[src/rtl/fir_stream_host_pkg.sv]
// Shared defaults and state encoding for the FIR stream host and its bus interface.
package fir_stream_host_pkg;

  localparam int DATA_WIDTH_DEF = 24;
  localparam int BUF_DEPTH_DEF  = 64;
  localparam int RES_DEPTH_DEF  = 8;
  localparam int TIMEOUT_DEF    = 1024;

  // One-hot run sequencer states
  typedef enum logic [4:0] {
    S_IDLE     = 5'b00001,
    S_FETCH    = 5'b00010,
    S_SEND     = 5'b00100,
    S_WAIT_RES = 5'b01000,
    S_DONE     = 5'b10000
  } state_e;

endpackage

[src/rtl/fir_stream_host_if.sv]
// Control, FIR handshake and result-stream signals of the FIR stream host.
interface fir_stream_host_if
  import fir_stream_host_pkg::*;
#(
  parameter int DATA_WIDTH = DATA_WIDTH_DEF,
  parameter int BUF_DEPTH  = BUF_DEPTH_DEF
);
  localparam int CNT_W  = $clog2(BUF_DEPTH + 1);
  localparam int ADDR_W = $clog2(BUF_DEPTH);

  logic                  i_start;
  logic [CNT_W-1:0]      iv_num_samples;
  logic                  i_load_we;
  logic [ADDR_W-1:0]     iv_load_addr;
  logic [DATA_WIDTH-1:0] iv_load_data;
  logic [DATA_WIDTH-1:0] ov_fir_din;
  logic                  o_fir_din_valid;
  logic                  i_fir_ready;
  logic                  o_fir_ready;
  logic [DATA_WIDTH-1:0] iv_fir_dout;
  logic                  i_fir_dout_valid;
  logic [DATA_WIDTH-1:0] ov_res_data;
  logic                  o_res_valid;
  logic                  i_res_ready;
  logic                  o_busy;
  logic                  o_done;
  logic                  o_overflow;
  logic                  o_timeout;

  modport slave (
    input  i_start, iv_num_samples, i_load_we, iv_load_addr, iv_load_data,
           i_fir_ready, iv_fir_dout, i_fir_dout_valid, i_res_ready,
    output ov_fir_din, o_fir_din_valid, o_fir_ready, ov_res_data, o_res_valid,
           o_busy, o_done, o_overflow, o_timeout
  );

  modport master (
    output i_start, iv_num_samples, i_load_we, iv_load_addr, iv_load_data,
           i_fir_ready, iv_fir_dout, i_fir_dout_valid, i_res_ready,
    input  ov_fir_din, o_fir_din_valid, o_fir_ready, ov_res_data, o_res_valid,
           o_busy, o_done, o_overflow, o_timeout
  );

endinterface

[src/rtl/fir_stream_host_result_fifo.sv]
// Synchronous result FIFO with registered full/empty flags and a fall-through head.
module fir_stream_host_result_fifo #(
  parameter int DATA_WIDTH = 24,
  parameter int DEPTH      = 8
) (
  input  logic                  i_clk,
  input  logic                  i_rst,
  input  logic                  i_push,
  input  logic [DATA_WIDTH-1:0] iv_push_data,
  output logic                  o_drop,
  input  logic                  i_pop,
  output logic [DATA_WIDTH-1:0] ov_head,
  output logic                  o_full,
  output logic                  o_empty
);
  localparam int PW = $clog2(DEPTH);
  localparam logic [PW:0] PONE = 1;

  logic [DATA_WIDTH-1:0] mem [DEPTH];
  logic [PW:0] wr_q, wr_d, rd_q, rd_d;
  logic        full_q, full_d, empty_q, empty_d;
  logic        do_push, do_pop;

  // A full FIFO still takes a push when the head leaves in the same cycle
  always_comb begin
    do_pop  = i_pop && !empty_q;
    do_push = i_push && (!full_q || do_pop);
    wr_d    = do_push ? wr_q + PONE : wr_q;
    rd_d    = do_pop ? rd_q + PONE : rd_q;
    full_d  = (wr_d[PW] != rd_d[PW]) && (wr_d[PW-1:0] == rd_d[PW-1:0]);
    empty_d = (wr_d == rd_d);
  end

  always_ff @(posedge i_clk) begin
    if (do_push) mem[wr_q[PW-1:0]] <= iv_push_data;
  end

  always_ff @(posedge i_clk) begin
    if (i_rst) begin
      wr_q    <= '0;
      rd_q    <= '0;
      full_q  <= 1'b0;
      empty_q <= 1'b1;
    end else begin
      wr_q    <= wr_d;
      rd_q    <= rd_d;
      full_q  <= full_d;
      empty_q <= empty_d;
    end
  end

  assign ov_head = empty_q ? '0 : mem[rd_q[PW-1:0]];
  assign o_full  = full_q;
  assign o_empty = empty_q;
  assign o_drop  = i_push && !do_push;

endmodule

[src/rtl/fir_stream_host.sv]
// Replays a loaded sample buffer into the FIR core one sample at a time and
// queues every FIR result into a FIFO drained by a valid/ready stream.
module fir_stream_host
  import fir_stream_host_pkg::*;
#(
  parameter int DATA_WIDTH = DATA_WIDTH_DEF,
  parameter int BUF_DEPTH  = BUF_DEPTH_DEF,
  parameter int RES_DEPTH  = RES_DEPTH_DEF,
  parameter int TIMEOUT    = TIMEOUT_DEF
) (
  input  logic             i_clk,
  input  logic             i_rst,
  fir_stream_host_if.slave bus
);
  localparam int CW = $clog2(BUF_DEPTH + 1);
  localparam int AW = $clog2(BUF_DEPTH);
  localparam int TW = $clog2(TIMEOUT);

  state_e                state_q, state_d;
  logic [CW-1:0]         idx_q, idx_d, n_q, n_d, n_clip, idx_nxt;
  logic [TW-1:0]         timer_q, timer_d;
  logic [DATA_WIDTH-1:0] din_q, din_d;
  logic                  ovf_q, ovf_d, to_q, to_d;
  logic [DATA_WIDTH-1:0] buf_mem [BUF_DEPTH];
  logic                  fifo_full, fifo_empty, fifo_drop;
  logic [DATA_WIDTH-1:0] fifo_head;

  assign n_clip  = (bus.iv_num_samples > CW'(BUF_DEPTH)) ? CW'(BUF_DEPTH) : bus.iv_num_samples;
  assign idx_nxt = idx_q + CW'(1);

  // Buffer is only writable between runs so a replay always sees stable data
  always_ff @(posedge i_clk) begin
    if (bus.i_load_we && state_q == S_IDLE) buf_mem[bus.iv_load_addr] <= bus.iv_load_data;
  end

  always_comb begin
    state_d = state_q;
    idx_d   = idx_q;
    n_d     = n_q;
    timer_d = timer_q;
    din_d   = din_q;
    ovf_d   = ovf_q | fifo_drop;
    to_d    = to_q;
    unique case (state_q)
      S_IDLE: begin
        if (bus.i_start) begin
          n_d = n_clip;
          if (n_clip == '0) begin
            state_d = S_DONE;
          end else begin
            state_d = S_FETCH;
            idx_d   = '0;
            ovf_d   = fifo_drop;
            to_d    = 1'b0;
          end
        end
      end
      S_FETCH: begin
        din_d   = buf_mem[idx_q[AW-1:0]];
        state_d = S_SEND;
      end
      S_SEND: begin
        if (bus.i_fir_ready) begin
          state_d = S_WAIT_RES;
          timer_d = '0;
        end
      end
      S_WAIT_RES: begin
        if (bus.i_fir_dout_valid) begin
          idx_d   = idx_nxt;
          state_d = (idx_nxt == n_q) ? S_DONE : S_FETCH;
        end else if (timer_q == TW'(TIMEOUT - 1)) begin
          to_d    = 1'b1;
          state_d = S_DONE;
        end else begin
          timer_d = timer_q + TW'(1);
        end
      end
      S_DONE:  state_d = S_IDLE;
      default: state_d = S_IDLE;
    endcase
  end

  always_ff @(posedge i_clk) begin
    if (i_rst) begin
      state_q <= S_IDLE;
      idx_q   <= '0;
      n_q     <= '0;
      timer_q <= '0;
      din_q   <= '0;
      ovf_q   <= 1'b0;
      to_q    <= 1'b0;
    end else begin
      state_q <= state_d;
      idx_q   <= idx_d;
      n_q     <= n_d;
      timer_q <= timer_d;
      din_q   <= din_d;
      ovf_q   <= ovf_d;
      to_q    <= to_d;
    end
  end

  // Results are accepted in any state, not only while a sample is outstanding
  fir_stream_host_result_fifo #(
    .DATA_WIDTH (DATA_WIDTH),
    .DEPTH      (RES_DEPTH)
  ) u_res_fifo (
    .i_clk        (i_clk),
    .i_rst        (i_rst),
    .i_push       (bus.i_fir_dout_valid),
    .iv_push_data (bus.iv_fir_dout),
    .o_drop       (fifo_drop),
    .i_pop        (bus.i_res_ready),
    .ov_head      (fifo_head),
    .o_full       (fifo_full),
    .o_empty      (fifo_empty)
  );

  assign bus.ov_fir_din      = din_q;
  assign bus.o_fir_din_valid = (state_q == S_SEND);
  assign bus.o_fir_ready     = !fifo_full;
  assign bus.ov_res_data     = fifo_head;
  assign bus.o_res_valid     = !fifo_empty;
  assign bus.o_busy          = (state_q != S_IDLE);
  assign bus.o_done          = (state_q == S_DONE);
  assign bus.o_overflow      = ovf_q;
  assign bus.o_timeout       = to_q;

endmodule

[src/flat_wrapper.sv]
// flat-port wrapper written by rule: the top's interface ports become plain ports
module fir_stream_host_flat import fir_stream_host_pkg::*;
#(
  parameter int DATA_WIDTH = DATA_WIDTH_DEF,
  parameter int BUF_DEPTH  = BUF_DEPTH_DEF,
  parameter int RES_DEPTH  = RES_DEPTH_DEF,
  parameter int TIMEOUT    = TIMEOUT_DEF
)
  (i_clk, i_rst, bus_i_start, bus_iv_num_samples, bus_i_load_we, bus_iv_load_addr, bus_iv_load_data, bus_i_fir_ready, bus_iv_fir_dout, bus_i_fir_dout_valid, bus_i_res_ready, bus_ov_fir_din, bus_o_fir_din_valid, bus_o_fir_ready, bus_ov_res_data, bus_o_res_valid, bus_o_busy, bus_o_done, bus_o_overflow, bus_o_timeout);
  fir_stream_host_if #(.DATA_WIDTH(DATA_WIDTH), .BUF_DEPTH(BUF_DEPTH)) bus_i ();
  input  logic i_clk;
  input  logic i_rst;
  input wire logic [$bits(bus_i.i_start)-1:0] bus_i_start;
  input wire logic [$bits(bus_i.iv_num_samples)-1:0] bus_iv_num_samples;
  input wire logic [$bits(bus_i.i_load_we)-1:0] bus_i_load_we;
  input wire logic [$bits(bus_i.iv_load_addr)-1:0] bus_iv_load_addr;
  input wire logic [$bits(bus_i.iv_load_data)-1:0] bus_iv_load_data;
  input wire logic [$bits(bus_i.i_fir_ready)-1:0] bus_i_fir_ready;
  input wire logic [$bits(bus_i.iv_fir_dout)-1:0] bus_iv_fir_dout;
  input wire logic [$bits(bus_i.i_fir_dout_valid)-1:0] bus_i_fir_dout_valid;
  input wire logic [$bits(bus_i.i_res_ready)-1:0] bus_i_res_ready;
  output wire logic [$bits(bus_i.ov_fir_din)-1:0] bus_ov_fir_din;
  output wire logic [$bits(bus_i.o_fir_din_valid)-1:0] bus_o_fir_din_valid;
  output wire logic [$bits(bus_i.o_fir_ready)-1:0] bus_o_fir_ready;
  output wire logic [$bits(bus_i.ov_res_data)-1:0] bus_ov_res_data;
  output wire logic [$bits(bus_i.o_res_valid)-1:0] bus_o_res_valid;
  output wire logic [$bits(bus_i.o_busy)-1:0] bus_o_busy;
  output wire logic [$bits(bus_i.o_done)-1:0] bus_o_done;
  output wire logic [$bits(bus_i.o_overflow)-1:0] bus_o_overflow;
  output wire logic [$bits(bus_i.o_timeout)-1:0] bus_o_timeout;
  assign bus_i.i_start = bus_i_start;
  assign bus_i.iv_num_samples = bus_iv_num_samples;
  assign bus_i.i_load_we = bus_i_load_we;
  assign bus_i.iv_load_addr = bus_iv_load_addr;
  assign bus_i.iv_load_data = bus_iv_load_data;
  assign bus_i.i_fir_ready = bus_i_fir_ready;
  assign bus_i.iv_fir_dout = bus_iv_fir_dout;
  assign bus_i.i_fir_dout_valid = bus_i_fir_dout_valid;
  assign bus_i.i_res_ready = bus_i_res_ready;
  assign bus_ov_fir_din = bus_i.ov_fir_din;
  assign bus_o_fir_din_valid = bus_i.o_fir_din_valid;
  assign bus_o_fir_ready = bus_i.o_fir_ready;
  assign bus_ov_res_data = bus_i.ov_res_data;
  assign bus_o_res_valid = bus_i.o_res_valid;
  assign bus_o_busy = bus_i.o_busy;
  assign bus_o_done = bus_i.o_done;
  assign bus_o_overflow = bus_i.o_overflow;
  assign bus_o_timeout = bus_i.o_timeout;
  fir_stream_host #(.DATA_WIDTH(DATA_WIDTH), .BUF_DEPTH(BUF_DEPTH), .RES_DEPTH(RES_DEPTH), .TIMEOUT(TIMEOUT)) u_core (.i_clk(i_clk), .i_rst(i_rst), .bus(bus_i));
endmodule
[config.mk]
export PLATFORM = sky130hd
export DESIGN_NAME = fir_stream_host_flat
export DESIGN_NICKNAME = d
export VERILOG_FILES = /design/src/rtl/fir_stream_host_pkg.sv /design/src/rtl/fir_stream_host_if.sv /design/src/rtl/fir_stream_host_result_fifo.sv /design/src/rtl/fir_stream_host.sv /design/src/flat_wrapper.sv
export SDC_FILE = /design/constraint.sdc
export NUM_CORES = 2
export LEC_CHECK = 0
export ABC_AREA = 1
export BUFFER_PORTS_ARGS = -buffer_cell sky130_fd_sc_hd__buf_2
export CAP_MARGIN = 10
export CORE_UTILIZATION = 35
export CTS_CLUSTER_DIAMETER = 200
export DETAILED_ROUTE_END_ITERATION = 16
export SLEW_MARGIN = 0
export SYNTH_ARGS = -nofsm -noshare
export SYNTH_HDL_FRONTEND = slang
export SYNTH_SLANG_ARGS = --single-unit
[constraint.sdc]
create_clock -name i_clk -period 4.97 [get_ports i_clk]
set_input_delay 0.994 -clock i_clk [delete_from_list [all_inputs] [get_ports i_clk]]
set_output_delay 0.994 -clock i_clk [all_outputs]
set_load 0.02 [all_outputs]
==> impl_results.md <==
* Vias/cell at 5.15
* Sw Share at 0.215
* Mux contribution to synthesized area at 0
* Die area at 211000 um2
* DRC Markers at 0
* H-tree Lvls at 4
* EDFF count, synth at between 1500 and 2000
* Hold buffer count at cts at 0
* Num CTS Buffers at 176
* Core Footprint at roughly 210000 um2
* GRT overflow at 0
* Placed instance area at ~77000 um2
* Max Slew Vio Count at 0
* Setup bufs post-CTS at 0
* Hold EP: u_core.buf_mem[12][16]$_DFFE_PP_
* Synth Area in Simple Gates at 0.155
* Clock tree buffer depth at 3
* Async set-reset flop share out of synthesis at 0
* Sw power at between 0.006 and 0.007 W
* Cell variety after synth at 36
* Fin. Hold Viols at 0
* Worst R2R Path Depth at 7
* Pwr/cell area at ~370 nW/um2
* Vias in the first global route at between 40000 and 50000
* Initial antenna violation count at 11
* Clk Latency, worst-skew pair at roughly 0.83 ns
* Antenna viol nets, final at 0
* Clock Skew at just under 0.03 ns
* Final Setup Violations at 0
* Post-synth net total at 6376
* DRT Pass-1 Iters at 8
* Complex-gate fraction of the synthesized area at 0.0693
* Tmin final at roughly 4.3 ns
* First DRT Iteration DRCs at approximately 5700
* Tcrit/Tclk final at 0.858
* Flop pwr share at 0.543
* Xor/xnor cell area share of the yosys netlist at 0.00204
* CTS tree: yes
* Row count at roughly 170
* GRT Total Usage at 0.189
* Slew margin rel. at 0.204
* Seq cells post-synth at approximately 1800
* Final WS setup at 0.704 ns
* WL/cell at between 20 and 25 um
* Crit path max fanout at between 70 and 80
* Hold path depth at 1
* Pin count of the biggest net entering global routing at 171
* Clk Tree Root Cell: clkbuf_16
* YS warnings at 0
* Maximum clock frequency at approximately 230 MHz
* Layout cell share with drive strength beyond 1 at 0.0904
* Worst R2R Setup Slack at 1.24 ns
* Worst setup EP type: primary output
* Mapped Area at between 70000 and 80000 um2
* Int Pwr at ~0.024 W
* Maxcap violations at 0
* Hpwl dp at roughly 110000 um
* Largest family of logic cells by synthesized area: simple AND/OR/NAND/NOR gates
* Hold Startpoint: bus_iv_load_data[16]
* Worst EP required at 3.98 ns
* Logic pwr share at 0.038
* Layout area overhead at 12.9%
* Starting Density at 0.353
* Unrepaired setup endpoints after global routing: false
* Leak at 29.0 nW
* Place WS at about 1.2 ns
* CP arrival at around 3.3 ns
* Worst reg2reg path startpoint: u_core.state_q[3]$_SDFFE_PP0P_
* Clock power frac at 0.420
* Status: complete, no violations
* IO Count at between 100 and 150
* Final TNS setup at 0 ns
* Port-buffer cells at 122
* Mean post-synth cell area at between 10 and 15 um2
* Routed WL at approximately 200000 um
* Adder-Cell Fraction of Synth Area at 0.000684
* Seq/Total Area, Yosys at 0.727
* Die span in x at about 460 um
* Hold WS at between 0.4 and 0.5 ns
* VDD IR-drop max at 0.000366 V
* Dominant synthesized flop cell: edfxtp_1
* Crit Path Class: register to primary output
* GP Congestion at 0.861
* Worst-Margin Slew at roughly 1.2 ns
* Global-route wire length before repair at 297000 um
* Die Height at ~460 um
* Reg2Reg Capture Point: u_core.buf_mem[44][1]$_DFFE_PP_
* Design Area, Final at 82600 um2
* Clk slew on worst S/H paths at about 0.060 ns
* Final nets at 6438
* Hold crit path type: input port to register
* Syn Inst Count at around 6300
* Routed via count at between 40000 and 50000
* Post-CTS sizing at 0
* Final Total Pwr at roughly 0.031 W
* CP startpoint kind: register
* # clock sinks at around 1800
## cells in the final DEF (no fill, tap or decap), types with 3 or more instances in the layout
master | Yosys | final
nand3_1 | 504 | 504
xnor2_1 | 5 | 5
clkinv_1 | 1 | 48
o22ai_1 | 24 | 24
buf_2 | 96 | 122
inv_8 | 0 | 4
inv_6 | 0 | 3
clkinv_16 | 0 | 3
buf_4 | 49 | 128
clkbuf_8 | 0 | 4
dfxtp_4 | 0 | 4
edfxtp_1 | 1728 | 1728
clkbuf_1 | 174 | 46
clkinv_2 | 0 | 15
nor2_1 | 1046 | 975
o21ai_0 | 578 | 578
bufinv_16 | 0 | 9
nor2_2 | 2 | 66
a21oi_1 | 148 | 148
o21ai_1 | 77 | 77
xor2_1 | 12 | 12
diode_2 | 0 | 5
ha_1 | 4 | 4
nor3_1 | 244 | 244
o211ai_1 | 98 | 98
nor2_4 | 1 | 8
inv_1 | 382 | 379
dfxtp_1 | 65 | 59
clkbuf_16 | 0 | 184
buf_12 | 0 | 19
a31oi_1 | 24 | 24
nand4_1 | 3 | 3
inv_2 | 4 | 3
nand2_1 | 955 | 955
## critical path, cell delays in order (launching register included)
cell and delay (ns):
dfxtp_2 0.32, inv_2 0.80, buf_4 0.40, o21ai_0 0.11, o22ai_1 0.17, o21ai_0 0.12, a31oi_1 0.29, buf_2 0.21
## sequential cells by signal, summed over array words and instances (netlist names), 4 cells and up
register and flops:
u_core.u_res_fifo.rd_q 4, u_core.timer_q 10, u_core.state_q 5, u_core.buf_mem 1536, u_core.idx_q 7, u_core.u_res_fifo.wr_q 4
u_core.bus.ov_fir_din 24, u_core.n_q 7, u_core.u_res_fifo.mem 192
## power by group through the flow
stage          Clock, W  Sequential, W  Combinational [W]
2_1_floorplan         0         0.0171           0.000520
3_3_place_gp          0         0.0171            0.00114
3_5_place_dp          0         0.0171            0.00116
4_1_cts          0.0132         0.0167            0.00116
5_1_grt          0.0137         0.0167            0.00126
6_report         0.0130         0.0167            0.00116
## synthesized netlist by cell type, types with 5 or more instances
cell type     n  area (um2)
nor2_1     1046        3930
o21ai_0     578        2890
xnor2_1       5        43.8
xor2_1       12         105
clkbuf_1    174         653
buf_4        49         368
edfxtp_1   1728       51900
a31oi_1      24         150
o211ai_1     98         736
dfxtp_1      65        1300
buf_6        16         180
nor3_1      244        1220
o21ai_1      77         385
inv_1       382        1430
a21oi_1     148         741
nand3_1     504        2520
buf_1        51         191
nand2_1     955        3580
buf_2        96         480
o22ai_1      24         150
## per-stage QoR
stage                     cells   util
final                      9299  0.398
after detailed placement   8975  0.371
after floorplan            6304      -
after global placement     8975  0.371
after global routing       9294  0.398
after CTS                  9293  0.398
## cell families after synthesis
| kind of cell | after synthesis |
|---|---|
| AO/OA/AOI/OAI | 951 |
| XOR/XNOR | 17 |
| adder cells (fa/ha/maj) | 4 |
| buffers and inverters | 773 |
| flip-flops | 1793 |
| AND/OR/NAND/NOR | 2766 |
## worst max path at each step
stage	slack [ns]	from	endpoint
after floorplan	2.04	bus_i_load_we	u_core.buf_mem[0][0]$_DFFE_PP_
after global placement	1.29	bus_i_load_we	u_core.buf_mem[44][16]$_DFFE_PP_
after detailed placement	1.21	bus_i_load_we	u_core.buf_mem[44][16]$_DFFE_PP_
after CTS	0.66	u_core.u_res_fifo.rd_q[0]$_SDFF_PP0_	bus_ov_res_data[21]
after global routing	0.44	u_core.u_res_fifo.rd_q[0]$_SDFF_PP0_	bus_ov_res_data[21]
final	0.70	u_core.u_res_fifo.rd_q[0]$_SDFF_PP0_	bus_ov_res_data[21]
## metal layers
layer,global-route usage,share of wire,up-vias
met4,0.0675,0.034,4
met3,0.0256,0.075,308
li1,-,-,22100
met2,0.301,0.46,1915
met5,0,0.00011,-
met1,0.263,0.43,23500
## final cells by class
type,count,area [um2]
repair buffers,270,1970
multi-input cells,3738,16900
flip-flops and latches,1793,53200
inverters,387,1480
fillers,19400,125000
clock inverters,84,711
well taps,2788,3490
diodes,5,12.5
clock buffers,234,4830
Power figures use the tool's default switching activity.
